File: src/rtl/adc_multi_range_acq_if.sv
// Bundle of the acquisition signals: ADC pins, SPI master handshake and logger-side results.
interface adc_multi_range_acq_if #(
    parameter int CH_COUNT   = 2,
    parameter int CH_WIDTH   = 18,
    parameter int DATA_WIDTH = 24,
    parameter int DIAP_WIDTH = 2
);
    logic                           start_cycle_conv;
    logic                           adc_busy;
    logic                           adc_cnv;
    logic                           spi_start;
    logic                           spi_new_data;
    logic [CH_COUNT*CH_WIDTH-1:0]   spi_data;
    logic                           complete;
    logic                           data_valid;
    logic [CH_COUNT*DATA_WIDTH-1:0] data_out;
    logic [CH_COUNT*DIAP_WIDTH-1:0] diap;
    logic                           timeout_err;

    modport master (
        input  start_cycle_conv, adc_busy, spi_new_data, spi_data,
        output adc_cnv, spi_start, complete, data_valid, data_out, diap, timeout_err
    );

    modport slave (
        output start_cycle_conv, adc_busy, spi_new_data, spi_data,
        input  adc_cnv, spi_start, complete, data_valid, data_out, diap, timeout_err
    );
endinterface

File: src/rtl/adc_multi_range_acq.sv
// Multi-channel ADC sequencer: range-finding phase picks a per-channel range code from
// peak |sample|, optional settle, then a result phase averages signed samples per channel.
module adc_multi_range_acq #(
    parameter int CH_COUNT       = 2,
    parameter int CH_WIDTH       = 18,
    parameter int DATA_WIDTH     = 24,
    parameter int DIAP_WIDTH     = 2,
    parameter int DIAP_LOG2      = 6,
    parameter int RES_LOG2       = 10,
    parameter int SETTLE_CYCLES  = 256,
    parameter int TIMEOUT_CYCLES = 4096
) (
    input  logic                  clk,
    input  logic                  rst,
    adc_multi_range_acq_if.master bus
);
    localparam int ACC_W   = CH_WIDTH + RES_LOG2;
    localparam int CNT_W   = ((DIAP_LOG2 > RES_LOG2) ? DIAP_LOG2 : RES_LOG2) + 1;
    localparam int TMR_MAX = (TIMEOUT_CYCLES > SETTLE_CYCLES) ? TIMEOUT_CYCLES : SETTLE_CYCLES;
    localparam int TMR_W   = $clog2(TMR_MAX) + 1;

    localparam logic [CNT_W-1:0] DIAP_LAST   = CNT_W'(2**DIAP_LOG2 - 1);
    localparam logic [CNT_W-1:0] RES_LAST    = CNT_W'(2**RES_LOG2 - 1);
    localparam logic [TMR_W-1:0] TMO_LAST    = TMR_W'(TIMEOUT_CYCLES - 1);
    localparam logic [TMR_W-1:0] SETTLE_LAST = TMR_W'(SETTLE_CYCLES - 1);

    localparam logic [CH_WIDTH-1:0] TH_CODE0 = CH_WIDTH'(2**(CH_WIDTH-2));
    localparam logic [CH_WIDTH-1:0] TH_CODE1 = CH_WIDTH'(2**(CH_WIDTH-4));
    localparam logic [CH_WIDTH-1:0] TH_CODE2 = CH_WIDTH'(2**(CH_WIDTH-6));
    localparam logic [CH_WIDTH-1:0] ONE_CW   = CH_WIDTH'(1);

    localparam logic [3:0] S_IDLE        = 4'd0;
    localparam logic [3:0] S_D_CNV       = 4'd1;
    localparam logic [3:0] S_D_WAIT_BUSY = 4'd2;
    localparam logic [3:0] S_D_SPI       = 4'd3;
    localparam logic [3:0] S_D_WAIT_SPI  = 4'd4;
    localparam logic [3:0] S_D_ACC       = 4'd5;
    localparam logic [3:0] S_CHOOSE      = 4'd6;
    localparam logic [3:0] S_SETTLE      = 4'd7;
    localparam logic [3:0] S_R_CNV       = 4'd8;
    localparam logic [3:0] S_R_WAIT_BUSY = 4'd9;
    localparam logic [3:0] S_R_SPI       = 4'd10;
    localparam logic [3:0] S_R_WAIT_SPI  = 4'd11;
    localparam logic [3:0] S_R_ACC       = 4'd12;
    localparam logic [3:0] S_DONE        = 4'd13;

    // Magnitude of a two's-complement sample; the most negative code maps to 2^(W-1) unsigned.
    function automatic logic [CH_WIDTH-1:0] abs_mag(input logic [CH_WIDTH-1:0] s);
        return s[CH_WIDTH-1] ? (~s + ONE_CW) : s;
    endfunction

    // Range code from peak magnitude: larger peaks get the lower (coarser) code.
    function automatic logic [DIAP_WIDTH-1:0] range_code(input logic [CH_WIDTH-1:0] pk);
        if (pk >= TH_CODE0)      return DIAP_WIDTH'(0);
        else if (pk >= TH_CODE1) return DIAP_WIDTH'(1);
        else if (pk >= TH_CODE2) return DIAP_WIDTH'(2);
        else                     return DIAP_WIDTH'(3);
    endfunction

    // Sign-extend a raw sample to accumulator width.
    function automatic logic signed [ACC_W-1:0] sext_samp(input logic [CH_WIDTH-1:0] s);
        return {{RES_LOG2{s[CH_WIDTH-1]}}, s};
    endfunction

    // Sign-extend or truncate the shifted mean to the output width.
    function automatic logic [DATA_WIDTH-1:0] fit_out(input logic signed [ACC_W-1:0] v);
        logic [ACC_W+DATA_WIDTH-1:0] w;
        w = {{DATA_WIDTH{v[ACC_W-1]}}, v};
        return w[DATA_WIDTH-1:0];
    endfunction

    logic start_s1_q, start_s2_q, busy_s1_q, busy_s2_q;
    logic start_rise, busy_fall;

    logic [3:0]                     state_q, state_d;
    logic [CNT_W-1:0]               cnt_q, cnt_d;
    logic [TMR_W-1:0]               tmr_q, tmr_d;
    logic [CH_COUNT*CH_WIDTH-1:0]   samp_q, samp_d;
    logic [CH_WIDTH-1:0]            peak_q [CH_COUNT];
    logic [CH_WIDTH-1:0]            peak_d [CH_COUNT];
    logic signed [ACC_W-1:0]        acc_q  [CH_COUNT];
    logic signed [ACC_W-1:0]        acc_d  [CH_COUNT];
    logic [CH_COUNT*DIAP_WIDTH-1:0] diap_q, diap_d;
    logic [CH_COUNT*DATA_WIDTH-1:0] data_out_q, data_out_d;
    logic data_valid_q, data_valid_d;
    logic adc_cnv_q, adc_cnv_d;
    logic spi_start_q, spi_start_d;
    logic complete_q, complete_d;
    logic timeout_err_q, timeout_err_d;
    logic [CH_WIDTH-1:0] mag;

    // Two-flop synchronisers for the asynchronous start and busy pins.
    always_ff @(posedge clk) begin
        if (rst) begin
            start_s1_q <= 1'b0;
            start_s2_q <= 1'b0;
            busy_s1_q  <= 1'b0;
            busy_s2_q  <= 1'b0;
        end else begin
            start_s1_q <= bus.start_cycle_conv;
            start_s2_q <= start_s1_q;
            busy_s1_q  <= bus.adc_busy;
            busy_s2_q  <= busy_s1_q;
        end
    end

    assign start_rise = start_s1_q & ~start_s2_q;
    assign busy_fall  = ~busy_s1_q & busy_s2_q;

    // Sequencer next-state, datapath updates and registered output decode.
    always_comb begin
        state_d       = state_q;
        cnt_d         = cnt_q;
        tmr_d         = tmr_q;
        samp_d        = samp_q;
        peak_d        = peak_q;
        acc_d         = acc_q;
        diap_d        = diap_q;
        data_out_d    = data_out_q;
        data_valid_d  = 1'b0;
        timeout_err_d = timeout_err_q;
        mag           = '0;

        case (state_q)
            S_IDLE: begin
                if (start_rise) begin
                    for (int i = 0; i < CH_COUNT; i++) begin
                        peak_d[i] = '0;
                        acc_d[i]  = '0;
                    end
                    cnt_d         = '0;
                    timeout_err_d = 1'b0;
                    state_d       = S_D_CNV;
                end
            end
            S_D_CNV, S_R_CNV: begin
                tmr_d   = '0;
                state_d = (state_q == S_D_CNV) ? S_D_WAIT_BUSY : S_R_WAIT_BUSY;
            end
            S_D_WAIT_BUSY, S_R_WAIT_BUSY: begin
                if (busy_fall) begin
                    state_d = (state_q == S_D_WAIT_BUSY) ? S_D_SPI : S_R_SPI;
                end else if (tmr_q == TMO_LAST) begin
                    timeout_err_d = 1'b1;
                    state_d       = S_IDLE;
                end else begin
                    tmr_d = tmr_q + TMR_W'(1);
                end
            end
            S_D_SPI, S_R_SPI: begin
                tmr_d   = '0;
                state_d = (state_q == S_D_SPI) ? S_D_WAIT_SPI : S_R_WAIT_SPI;
            end
            S_D_WAIT_SPI, S_R_WAIT_SPI: begin
                if (bus.spi_new_data) begin
                    samp_d  = bus.spi_data;
                    state_d = (state_q == S_D_WAIT_SPI) ? S_D_ACC : S_R_ACC;
                end else if (tmr_q == TMO_LAST) begin
                    timeout_err_d = 1'b1;
                    state_d       = S_IDLE;
                end else begin
                    tmr_d = tmr_q + TMR_W'(1);
                end
            end
            S_D_ACC: begin
                for (int i = 0; i < CH_COUNT; i++) begin
                    mag = abs_mag(samp_q[i*CH_WIDTH +: CH_WIDTH]);
                    if (mag > peak_q[i]) peak_d[i] = mag;
                end
                if (cnt_q == DIAP_LAST) begin
                    cnt_d   = '0;
                    state_d = S_CHOOSE;
                end else begin
                    cnt_d   = cnt_q + CNT_W'(1);
                    state_d = S_D_CNV;
                end
            end
            S_CHOOSE: begin
                for (int i = 0; i < CH_COUNT; i++) begin
                    diap_d[i*DIAP_WIDTH +: DIAP_WIDTH] = range_code(peak_q[i]);
                end
                // A range change needs the analog front end to settle before results.
                tmr_d   = '0;
                state_d = (diap_d != diap_q) ? S_SETTLE : S_R_CNV;
            end
            S_SETTLE: begin
                if (tmr_q == SETTLE_LAST) state_d = S_R_CNV;
                else                      tmr_d   = tmr_q + TMR_W'(1);
            end
            S_R_ACC: begin
                for (int i = 0; i < CH_COUNT; i++) begin
                    acc_d[i] = acc_q[i] + sext_samp(samp_q[i*CH_WIDTH +: CH_WIDTH]);
                end
                if (cnt_q == RES_LAST) begin
                    cnt_d   = '0;
                    state_d = S_DONE;
                end else begin
                    cnt_d   = cnt_q + CNT_W'(1);
                    state_d = S_R_CNV;
                end
            end
            S_DONE: begin
                for (int i = 0; i < CH_COUNT; i++) begin
                    data_out_d[i*DATA_WIDTH +: DATA_WIDTH] = fit_out(acc_q[i] >>> RES_LOG2);
                end
                data_valid_d = 1'b1;
                state_d      = S_IDLE;
            end
            default: state_d = S_IDLE;
        endcase

        adc_cnv_d   = (state_d == S_D_CNV) || (state_d == S_R_CNV);
        spi_start_d = (state_d == S_D_SPI) || (state_d == S_R_SPI);
        complete_d  = (state_d == S_IDLE);
    end

    // State, datapath and output registers.
    always_ff @(posedge clk) begin
        if (rst) begin
            state_q       <= S_IDLE;
            cnt_q         <= '0;
            tmr_q         <= '0;
            samp_q        <= '0;
            for (int i = 0; i < CH_COUNT; i++) begin
                peak_q[i] <= '0;
                acc_q[i]  <= '0;
            end
            diap_q        <= '0;
            data_out_q    <= '0;
            data_valid_q  <= 1'b0;
            adc_cnv_q     <= 1'b0;
            spi_start_q   <= 1'b0;
            complete_q    <= 1'b1;
            timeout_err_q <= 1'b0;
        end else begin
            state_q       <= state_d;
            cnt_q         <= cnt_d;
            tmr_q         <= tmr_d;
            samp_q        <= samp_d;
            peak_q        <= peak_d;
            acc_q         <= acc_d;
            diap_q        <= diap_d;
            data_out_q    <= data_out_d;
            data_valid_q  <= data_valid_d;
            adc_cnv_q     <= adc_cnv_d;
            spi_start_q   <= spi_start_d;
            complete_q    <= complete_d;
            timeout_err_q <= timeout_err_d;
        end
    end

    assign bus.adc_cnv     = adc_cnv_q;
    assign bus.spi_start   = spi_start_q;
    assign bus.complete    = complete_q;
    assign bus.data_valid  = data_valid_q;
    assign bus.data_out    = data_out_q;
    assign bus.diap        = diap_q;
    assign bus.timeout_err = timeout_err_q;
endmodule
File: src/flat_wrapper.sv
// flat-port wrapper written by rule: the top's interface ports become plain ports
module adc_multi_range_acq_flat 
#(
    parameter int CH_COUNT       = 2,
    parameter int CH_WIDTH       = 18,
    parameter int DATA_WIDTH     = 24,
    parameter int DIAP_WIDTH     = 2,
    parameter int DIAP_LOG2      = 6,
    parameter int RES_LOG2       = 10,
    parameter int SETTLE_CYCLES  = 256,
    parameter int TIMEOUT_CYCLES = 4096
)
  (clk, rst, bus_start_cycle_conv, bus_adc_busy, bus_spi_new_data, bus_spi_data, bus_adc_cnv, bus_spi_start, bus_complete, bus_data_valid, bus_data_out, bus_diap, bus_timeout_err);
  adc_multi_range_acq_if #(.CH_COUNT(CH_COUNT), .CH_WIDTH(CH_WIDTH), .DATA_WIDTH(DATA_WIDTH), .DIAP_WIDTH(DIAP_WIDTH)) bus_i ();
  input  logic clk;
  input  logic rst;
  input wire logic [$bits(bus_i.start_cycle_conv)-1:0] bus_start_cycle_conv;
  input wire logic [$bits(bus_i.adc_busy)-1:0] bus_adc_busy;
  input wire logic [$bits(bus_i.spi_new_data)-1:0] bus_spi_new_data;
  input wire logic [$bits(bus_i.spi_data)-1:0] bus_spi_data;
  output wire logic [$bits(bus_i.adc_cnv)-1:0] bus_adc_cnv;
  output wire logic [$bits(bus_i.spi_start)-1:0] bus_spi_start;
  output wire logic [$bits(bus_i.complete)-1:0] bus_complete;
  output wire logic [$bits(bus_i.data_valid)-1:0] bus_data_valid;
  output wire logic [$bits(bus_i.data_out)-1:0] bus_data_out;
  output wire logic [$bits(bus_i.diap)-1:0] bus_diap;
  output wire logic [$bits(bus_i.timeout_err)-1:0] bus_timeout_err;
  assign bus_i.start_cycle_conv = bus_start_cycle_conv;
  assign bus_i.adc_busy = bus_adc_busy;
  assign bus_i.spi_new_data = bus_spi_new_data;
  assign bus_i.spi_data = bus_spi_data;
  assign bus_adc_cnv = bus_i.adc_cnv;
  assign bus_spi_start = bus_i.spi_start;
  assign bus_complete = bus_i.complete;
  assign bus_data_valid = bus_i.data_valid;
  assign bus_data_out = bus_i.data_out;
  assign bus_diap = bus_i.diap;
  assign bus_timeout_err = bus_i.timeout_err;
  adc_multi_range_acq #(.CH_COUNT(CH_COUNT), .CH_WIDTH(CH_WIDTH), .DATA_WIDTH(DATA_WIDTH), .DIAP_WIDTH(DIAP_WIDTH), .DIAP_LOG2(DIAP_LOG2), .RES_LOG2(RES_LOG2), .SETTLE_CYCLES(SETTLE_CYCLES), .TIMEOUT_CYCLES(TIMEOUT_CYCLES)) u_core (.clk(clk), .rst(rst), .bus(bus_i));
endmodule
File: config.mk
export PLATFORM = sky130hd
export DESIGN_NAME = adc_multi_range_acq_flat
export DESIGN_NICKNAME = d
export VERILOG_FILES = /design/src/rtl/adc_multi_range_acq_if.sv /design/src/rtl/adc_multi_range_acq.sv /design/src/flat_wrapper.sv
export SDC_FILE = /design/constraint.sdc
export NUM_CORES = 1
export LEC_CHECK = 0
export BUFFER_PORTS_ARGS = -buffer_cell sky130_fd_sc_hd__buf_2
export CAP_MARGIN = 40
export CORE_MARGIN = 2
export CORE_UTILIZATION = 55
export DETAILED_ROUTE_END_ITERATION = 8
export PLACE_DENSITY = 0.77
export SYNTH_ARGS = -nofsm -noshare
export SYNTH_HDL_FRONTEND = slang
export SYNTH_SLANG_ARGS = --single-unit
File: constraint.sdc
create_clock -name clk -period 3.5 [get_ports clk]
set_input_delay 0.525 -clock clk [delete_from_list [all_inputs] [get_ports clk]]
set_output_delay 0.525 -clock clk [all_outputs]
set_load 0.01 [all_outputs]
==> results.txt, run 1 <==
Setup repair after global routing could not meet its margin everywhere. The worst hold path belongs to the class in2reg. In this run the tool buffered the top-level ports with 97 buffer cells. The CTS tree is done. The count of cell types in the netlist is 71.

Entering global routing, the biggest net connects 54 pins. A synthesized cell averages about 8.0 µm². STA puts the critical path data required time at about 3.9 ns. In this run the clock root is driven by a clkbuf_16. The count of nets left with antenna violations after detail routing is 0. The via count of the first global-routing pass is 10,282. The maximum fanout along the worst path is 7.

The per-cell via count in the routed design is approximately 5.9. The total global-route track usage is between 20% and 30%. The half-perimeter wire length of the detailed placement result came out at 21,500 µm. Counting flops and latches in the post-synthesis netlist gives slightly above 200. The proportion of register bits with asynchronous set or reset after synthesis came out at 0%.

STA classifies the critical path endpoint as a flop. The total internal power is 0.00388 W. The deepest level of the CTS H-tree came out at 1. The power share of the sequential group came out at between 40% and 50%.

The register area share after synthesis is between 30% and 40%. The initial core utilization came out at a little under three fifths. The area growth from synthesis to layout came out at 16.9%.

Data arrives at the worst endpoint at roughly 4.2 ns. At the pin with the least slew margin, the transition time is about 0.8 ns. The vertical die dimension is 152 µm. Global routing finished with a remaining overflow of 0. The wire length of the first global-routing pass came out at between 40,000 and 50,000 µm.

The Yosys warning count is 0. The final layout contains between 1,500 and 2,000 nets. Based on the critical path, the design can be clocked at up to ~0.26 GHz. The critical path in this run is classified as reg2reg.

The net switching power came out at roughly 0.0012 W. The checks that failed: setup timing. The leakage power of the design is ~6 nW.

After detailed routing, the number of remaining DRC violations is 0. The combinational power share came out at 7.9%. The maximum vdd drop is between 300 and 400 µV. The post-route minimum period came out at about 3.8 ns. The count of flip-flops with a built-in enable after synthesis is 0. Across all setup checks in the final design, the least slack found is -0.302 ns. The worst setup path is launched from a flop. The proportion of total power due to net switching came out at a little under a quarter.

The proportion of layout cells with a drive suffix above 1 is about 17%. The synthesized net count is 1,640. The worst clock skew on the final layout is around 0.012 ns.

The total power divided by cell area came out at ~360 mW/mm². After clock tree synthesis, the clock-pin slew on the worst setup and hold paths is ~0.06 ns. The minimum setup slack after placement is -0.212 ns. Summing over every cut layer, the via total after detailed routing is 11,163.

The final-report max-slew violation count is 0. Dividing the detail-routed wire length by the instance count gives around 16 µm. The run finished, with violations left.

The global placer's final weighted congestion came out at about 0.92. The CTS buffer count is 23. The number of hold-slack violations in the final timing report was 0. The post-detailed-routing wire length came out at 31,100 µm. The synthesized cell area came out at around 0.012 mm². Dividing the final minimum period by the clock period gives 109%. Setup violations remaining at the end of the flow were counted as 19. The count of hold buffers inserted by post-cts repair is 0. The number of placement rows came out at between 50 and 60.

The clock network is responsible for around 45% of the overall power. The first-pass detailed-route iteration total came out at 5. The relative slew slack is 45.5%.

The total number of clock tree sinks came out at about 210. The initial antenna violation count came out at 0. The worst hold slack is around 0.24 ns.

The most instantiated flip-flop cell in the synthesis netlist is dfxtp_1. The reported max-cap violation count is 0. For this design the top-level I/O count stands at between 90 and 100. The maximum buffer depth of the clock tree is 3.

The core area came out at between 0.02 and 0.025 mm². The clock latency on the worst-skew pair is 0.51 ns. The number of antenna repair diodes is 0. The die area is ~0.023 mm². The number of design-rule violations left by the first detailed-router iteration came out at 764. The horizontal die dimension is 152 µm.

The number of instances in the synthesized netlist came out at 1,503.
-- cells by family after synthesis --
logic type / synth area share [%]
AND/OR/NAND/NOR: 21.2
AO/OA/AOI/OAI: 21.9
flip-flops: 34.2
buffers and inverters: 4.75
XOR/XNOR: 7.30
adder cells (fa/ha/maj): 10.1
multiplexers: 0.522
-- state kept, by name, indices dropped and copies added (netlist names), 4 cells and up --
name and count:
u_core.cnt_q 11, u_core.state_q 4, u_core.samp_q 36, u_core.bus.data_out 36
u_core.peak_q 36, u_core.tmr_q 13, u_core.bus.diap 4, u_core.acc_q 56
-- path summary, 6_finish.rpt --
path,start,to,slack [ns],cells past startpoint
worst min register to register,u_core.bus.data_out[32]$_SDFFE_PP0P_,u_core.bus.data_out[32]$_SDFFE_PP0P_,0.45,2
worst max register to register,u_core.samp_q[4]$_SDFFE_PP0P_,u_core.peak_q[28]$_SDFFE_PP0P_,-0.30,16
worst max-delay path,u_core.samp_q[4]$_SDFFE_PP0P_,u_core.peak_q[28]$_SDFFE_PP0P_,-0.30,16
worst min-delay path,bus_adc_busy,u_core.busy_s1_q$_SDFF_PP0_,0.24,2
-- stage by stage --
stage / utilization (%) / total power (W) / std cells / area [µm²] / setup TNS, ns
global route: 64.9 / 0.00524 / 1904 / 14000 / -7.84
finish: 64.9 / 0.00508 / 1904 / 14000 / -4.66
global placement: 59.7 / 0.00279 / 1853 / 12900 / -1.83
floorplan: - / 0.00268 / 1503 / 12000 / -0.288
detailed placement: 59.9 / 0.00280 / 1855 / 12900 / -4.64
CTS: 63.8 / 0.00509 / 1898 / 13800 / -2.15
-- timing repair --
item                                    CTS  global route
pin swaps                                21            35
setup buffers                             4             5
resized for setup                        21            49
cloned                                    3             2
endpoints found under the setup margin   31            36
-- cell usage after synthesis (all sizes together), types with 5 or more instances --
library cell | instances | area share, %
buf | 17 | 0.93
nor3 | 16 | 0.67
o21a | 9 | 0.56
nand2 | 239 | 7.5
nor2b | 15 | 0.84
inv | 57 | 1.8
and2 | 7 | 0.37
xor2 | 39 | 2.8
a211oi | 9 | 0.56
o41ai | 9 | 0.66
a21oi | 159 | 6.6
dfxtp | 205 | 34
a21o | 43 | 2.7
nor2 | 101 | 3.2
nand2b | 18 | 0.94
ha | 94 | 9.8
xnor2 | 61 | 4.5
o21ai | 74 | 3.1
or2 | 9 | 0.49
clkbuf | 65 | 2.0
nand3b | 6 | 0.38
and3 | 13 | 0.68
nand4 | 20 | 1.0
nand3 | 38 | 1.6
a31oi | 13 | 0.68
a22oi | 28 | 1.8
o21bai | 9 | 0.56
or3 | 23 | 1.3
and4 | 5 | 0.37
o211ai | 6 | 0.42
o31ai | 25 | 1.7
nor4 | 9 | 0.47
-- worst max-delay path, cell delays in order (launching register included) --
cell and delay, ns:
dfxtp_2 0.32, or4_4 0.53, or2_4 0.24, or3_4 0.34, or3_4 0.34, nand2_2 0.09, xnor2_2 0.08, ha_1 0.32
nand4_1 0.11, nor2_2 0.14, o21ai_1 0.09, a21o_1 0.20, a31oi_2 0.19, o21a_2 0.26, or2_4 0.21, nand3_1 0.11
a21oi_2 0.17
-- layout by cell type (no fill, tap or decap), types with 6 or more instances in the layout --
cell / instances
nand2_1: 234
dfxtp_1: 199
a21oi_1: 152
nor2_1: 98
buf_2: 96
ha_1: 91
o21ai_0: 67
xnor2_1: 58
buf_4: 58
inv_1: 55
a21o_1: 43
xor2_1: 39
nand3_1: 36
a22oi_1: 28
clkbuf_16: 23
o31ai_1: 21
or3_1: 20
nand4_1: 20
nand2b_1: 16
nor2b_1: 14
nor3_1: 13
and3_1: 13
a31oi_1: 12
o21bai_1: 9
buf_6: 9
a211oi_1: 8
o21a_1: 8
nor4_1: 7
or2_2: 7
a21oi_2: 7
o41ai_1: 6
and2_1: 6
nand3b_1: 6
dfxtp_2: 6
-- layout make-up --
| type | count | area, µm² |
|---|---|---|
| clock buffer | 33 | 663 |
| clock inverter | 3 | 40.0 |
| fill | 1837 | 7590 |
| inverter | 57 | 214 |
| multi-input combinational | 1161 | 7600 |
| sequential | 205 | 4110 |
| tap | 280 | 350 |
| timing repair buffer | 165 | 1050 |
-- power by group through the flow --
stage / sequential [W] / combinational [W] / clock [W]
detailed placement: 0.00244 / 0.000359 / 0
global route: 0.00239 / 0.000435 / 0.00242
floorplan: 0.00243 / 0.000250 / 0
finish: 0.00239 / 0.000399 / 0.00230
global placement: 0.00244 / 0.000356 / 0
CTS: 0.00239 / 0.000373 / 0.00233
-- routing by layer --
metal / share of wire [%] / up-vias / global-route usage (%)
met3: 4.9 / 58 / 3.59
met4: 2.4 / 0 / 7.04
li1: - / 5539 / -
met5: 0 / - / 0
met1: 46 / 5296 / 35.6
met2: 47 / 270 / 43.9
Note: power is estimated with default switching activity, not from simulation.
==> run 2, diff against run 1 <==
--- a/config.mk
+++ b/config.mk
@@ -6,7 +6,7 @@
 export NUM_CORES = 1
 export LEC_CHECK = 0
 export BUFFER_PORTS_ARGS = -buffer_cell sky130_fd_sc_hd__buf_2
-export CAP_MARGIN = 40
+export CAP_MARGIN = 25
 export CORE_MARGIN = 2
 export CORE_UTILIZATION = 55
 export DETAILED_ROUTE_END_ITERATION = 8
==> constraint.sdc (replaced) <==
create_clock -name clk -period 3.45 [get_ports clk]
set_input_delay 0.5175 -clock clk [delete_from_list [all_inputs] [get_ports clk]]
set_output_delay 0.5175 -clock clk [all_outputs]
set_load 0.01 [all_outputs]
==> run 2 against run 1 <==
  * Critical endpoint is now u_core.peak_q[31]$_SDFFE_PP0P_
  * Critical path depth decreased by 1
  * Register-to-register slack improved by 0.03 ns
  * Worst hold slack worse by 0.025 ns
  * The run still ends with setup timing left
  * Highest routed layer unchanged
==> results.txt, run 2 (same netlist as run 1, synthesis figures left out) <==
The run finished, with violations left. The checks that failed: setup timing. The number of design-rule violations left by the first detailed-router iteration came out at 619 (-19%). The maximum fanout along the worst path is 7 (unchanged). The initial core utilization is 55.5% (unchanged). The total power divided by cell area is 387 mW/mm² (+6.7%). The achievable clock frequency is 0.269 GHz (+2.2%). The sum of overflow across all layers after global routing is 0 (unchanged). The via total after detailed routing came out at 11,192 (+0.26%).

The leakage power of the design is 5.97 nW (+1.6%). The first-pass detailed-route iteration total came to 5 (unchanged). The worst clock skew on the final layout is 0.0253 ns (+0.0132 ns). The critical path in this run is classified as reg2reg. The min-delay analysis places its worst path in the category in2reg. The worst setup path is captured at a flop. The slew at the pin with the worst max-slew slack came to 0.897 ns (+0.0819 ns). The CTS buffer count came to 24 (+4.3%). The final critical-path setup slack is -0.272 ns (+0.0301 ns). The number of antenna repair diodes is 0 (unchanged). The final-report max-slew violation count is 0 (unchanged). The vertical die dimension came out at 152 µm (unchanged).

The proportion of layout cells with a drive suffix above 1 came out at 17.9% (+1.1 points). The cell count after placement came out at 1,864 (+0.49%). The flip-flop count of the largest register, all copies and words added came out at 56 (unchanged).

u_core.acc_q holds more flip-flops than any other register. Leaving out fill and tap cells, the most frequent cell in the layout is nand2_1. The I/O pin total came to 98 (unchanged). The total global-route track usage is 26.0% (-0.26 points).

The depth of the worst register-to-register path came out at 15 (-1). The area growth from synthesis to layout is 18.7%. The number of placement rows is 54 (unchanged). The pin count of the biggest net entering global routing is 60 (+11%).

The cell sitting at the root of the clock tree is a clkbuf_16. In the layout the commonest cells are nand2_1 (234), dfxtp_1 (201), a21oi_1 (154), nor2_1 (98), buf_2 (96). The relative slew slack is 40.0% (-5.5 points). The post-layout total power was 0.00550 W (+8.3%).

The data arrival time of the critical path came out at 4.17 ns (-0.07 ns). The final net count is 1,753 (+0.17%). The core area is 0.0216 mm² (unchanged). The maximum vdd drop came out at 411 µV (+37%). The CTS clock-pin slew for the worst setup and hold paths came to 0.06 ns (about the same).

The post-route minimum period was 3.72 ns (-0.0801 ns). The half-perimeter wire length of the detailed placement result was 21,700 µm (+0.68%). The per-cell via count in the routed design came out at 5.85 (-0.21%). The worst hold slack is 0.219 ns (-0.0249 ns). The reported max-cap violation count is 0 (unchanged). The required time of the critical path came out at 3.90 ns (-0.04 ns). Setup repair after global routing could not meet its margin everywhere. The global placer's final weighted congestion came to 0.928 (+0.96%). The total number of clock tree sinks came to 205 (unchanged). The deepest level of the CTS H-tree came to 1 (unchanged). The count of nets left with antenna violations after detail routing is 0 (unchanged).

The final setup violation count came out at 18 (-1). The post-detailed-routing wire length is 31,200 µm (+0.30%). The via count of the first global-routing pass came to 10,304 (+0.21%). The count of hold buffers inserted by post-cts repair is 0 (unchanged). The wire length of the first global-routing pass came out at 49,100 µm (-0.60%). The CTS tree is done. The number of hold-slack violations in the final timing report came out at 0 (unchanged). The count of input and output buffers was 97 (unchanged). The clock latency on the worst-skew pair is 0.53 ns (+0.02 ns).

The ratio of final minimum period to clock period came out at 108% (-0.75 points). STA classifies the critical path startpoint as a flop. The initial antenna violation count came out at 0 (unchanged). The die area came to 0.0230 mm² (unchanged).

The hold path depth is 2 (unchanged). The remaining design rule violation count came out at 0 (unchanged). The maximum buffer depth of the clock tree came out at 3 (unchanged). The horizontal die dimension is 152 µm (unchanged). The count of placed standard cells in the final layout, fillers left out came to 1,913 (+0.47%). The average routed wire per standard cell is 16.3 µm (-0.18%).
[run 2: changes by cell type in the layout (fill, tap and decap cells not counted), moves of 3 or more]
| cell | before | now |
|---|---|---|
| nand3_1 | 36 | 26 |
| nand3_2 | 2 | 12 |
| o31ai_1 | 21 | 15 |
| o31ai_2 | 2 | 7 |
| buf_4 | 58 | 61 |
| bufinv_16 | 1 | 4 |
| clkinv_2 | 2 | 5 |
[run 2: power breakdown]
group / internal, W / leakage (nW) / switching [W]
Combinational: 0.000154 / 3.90 / 0.000256
Sequential: 0.00239 / 1.65 / 0.0000245
Clock: 0.00167 / 0.417 / 0.00101
Total: 0.00421 / 5.97 / 0.00129
[run 2: final timing paths]
kind                                          to                                 from  slack, ns
max               u_core.peak_q[31]$_SDFFE_PP0P_        u_core.samp_q[6]$_SDFFE_PP0P_      -0.27
min                 u_core.start_s1_q$_SDFF_PP0_                 bus_start_cycle_conv       0.22
max reg2reg       u_core.peak_q[31]$_SDFFE_PP0P_        u_core.samp_q[6]$_SDFFE_PP0P_      -0.27
min reg2reg  u_core.bus.data_out[3]$_SDFFE_PP0P_  u_core.bus.data_out[3]$_SDFFE_PP0P_       0.45
[run 2: final cells by class]
type	count	area, µm²
clock inverters	11	170
inverters	57	214
fillers	1802	7380
flip-flops and latches	205	4110
multi-input cells	1160	7660
clock buffers	32	671
well taps	280	350
repair buffers	168	1070
[run 2: what timing repair did]
item,4_1_cts,5_1_grt
endpoints found under the setup margin,35,38
resized for setup,20,62
hold endpoints to repair,0,0
pin swaps,18,29
buffers inserted,1,2
gates cloned,1,2
[run 2: per-stage QoR]
stage | worst slack [ns] | utilization, % | TNS, ns | area (µm²)
floorplan | -0.0881 | - | -0.946 | 12000
global route | -0.417 | 65.9 | -7.21 | 14200
finish | -0.272 | 65.9 | -4.48 | 14200
CTS | -0.223 | 64.5 | -3.30 | 13900
detailed placement | -0.242 | 60.2 | -4.10 | 13000
global placement | -0.187 | 60.2 | -2.48 | 13000
[run 2: metal layers]
layer	up-vias	global-route usage, %	routed length, µm
met5	-	0	0
met4	0	7.69	808
met3	55	3.41	1550
met2	281	43.8	14600
met1	5304	34.7	14300
li1	5552	-	-
[run 2: worst max-delay path, stage by stage, from the launching register on]
cell      delay [ns]
dfxtp_2         0.32
or4_4           0.52
or2_4           0.26
or3_4           0.36
or3_4           0.38
nand2_4         0.11
xnor2_4         0.09
ha_4            0.28
nand4_1         0.11
or2_2           0.31
a31oi_1         0.18
o21a_2          0.23
buf_6           0.14
o211ai_1        0.09
o21ai_1         0.12
nor2b_1         0.14
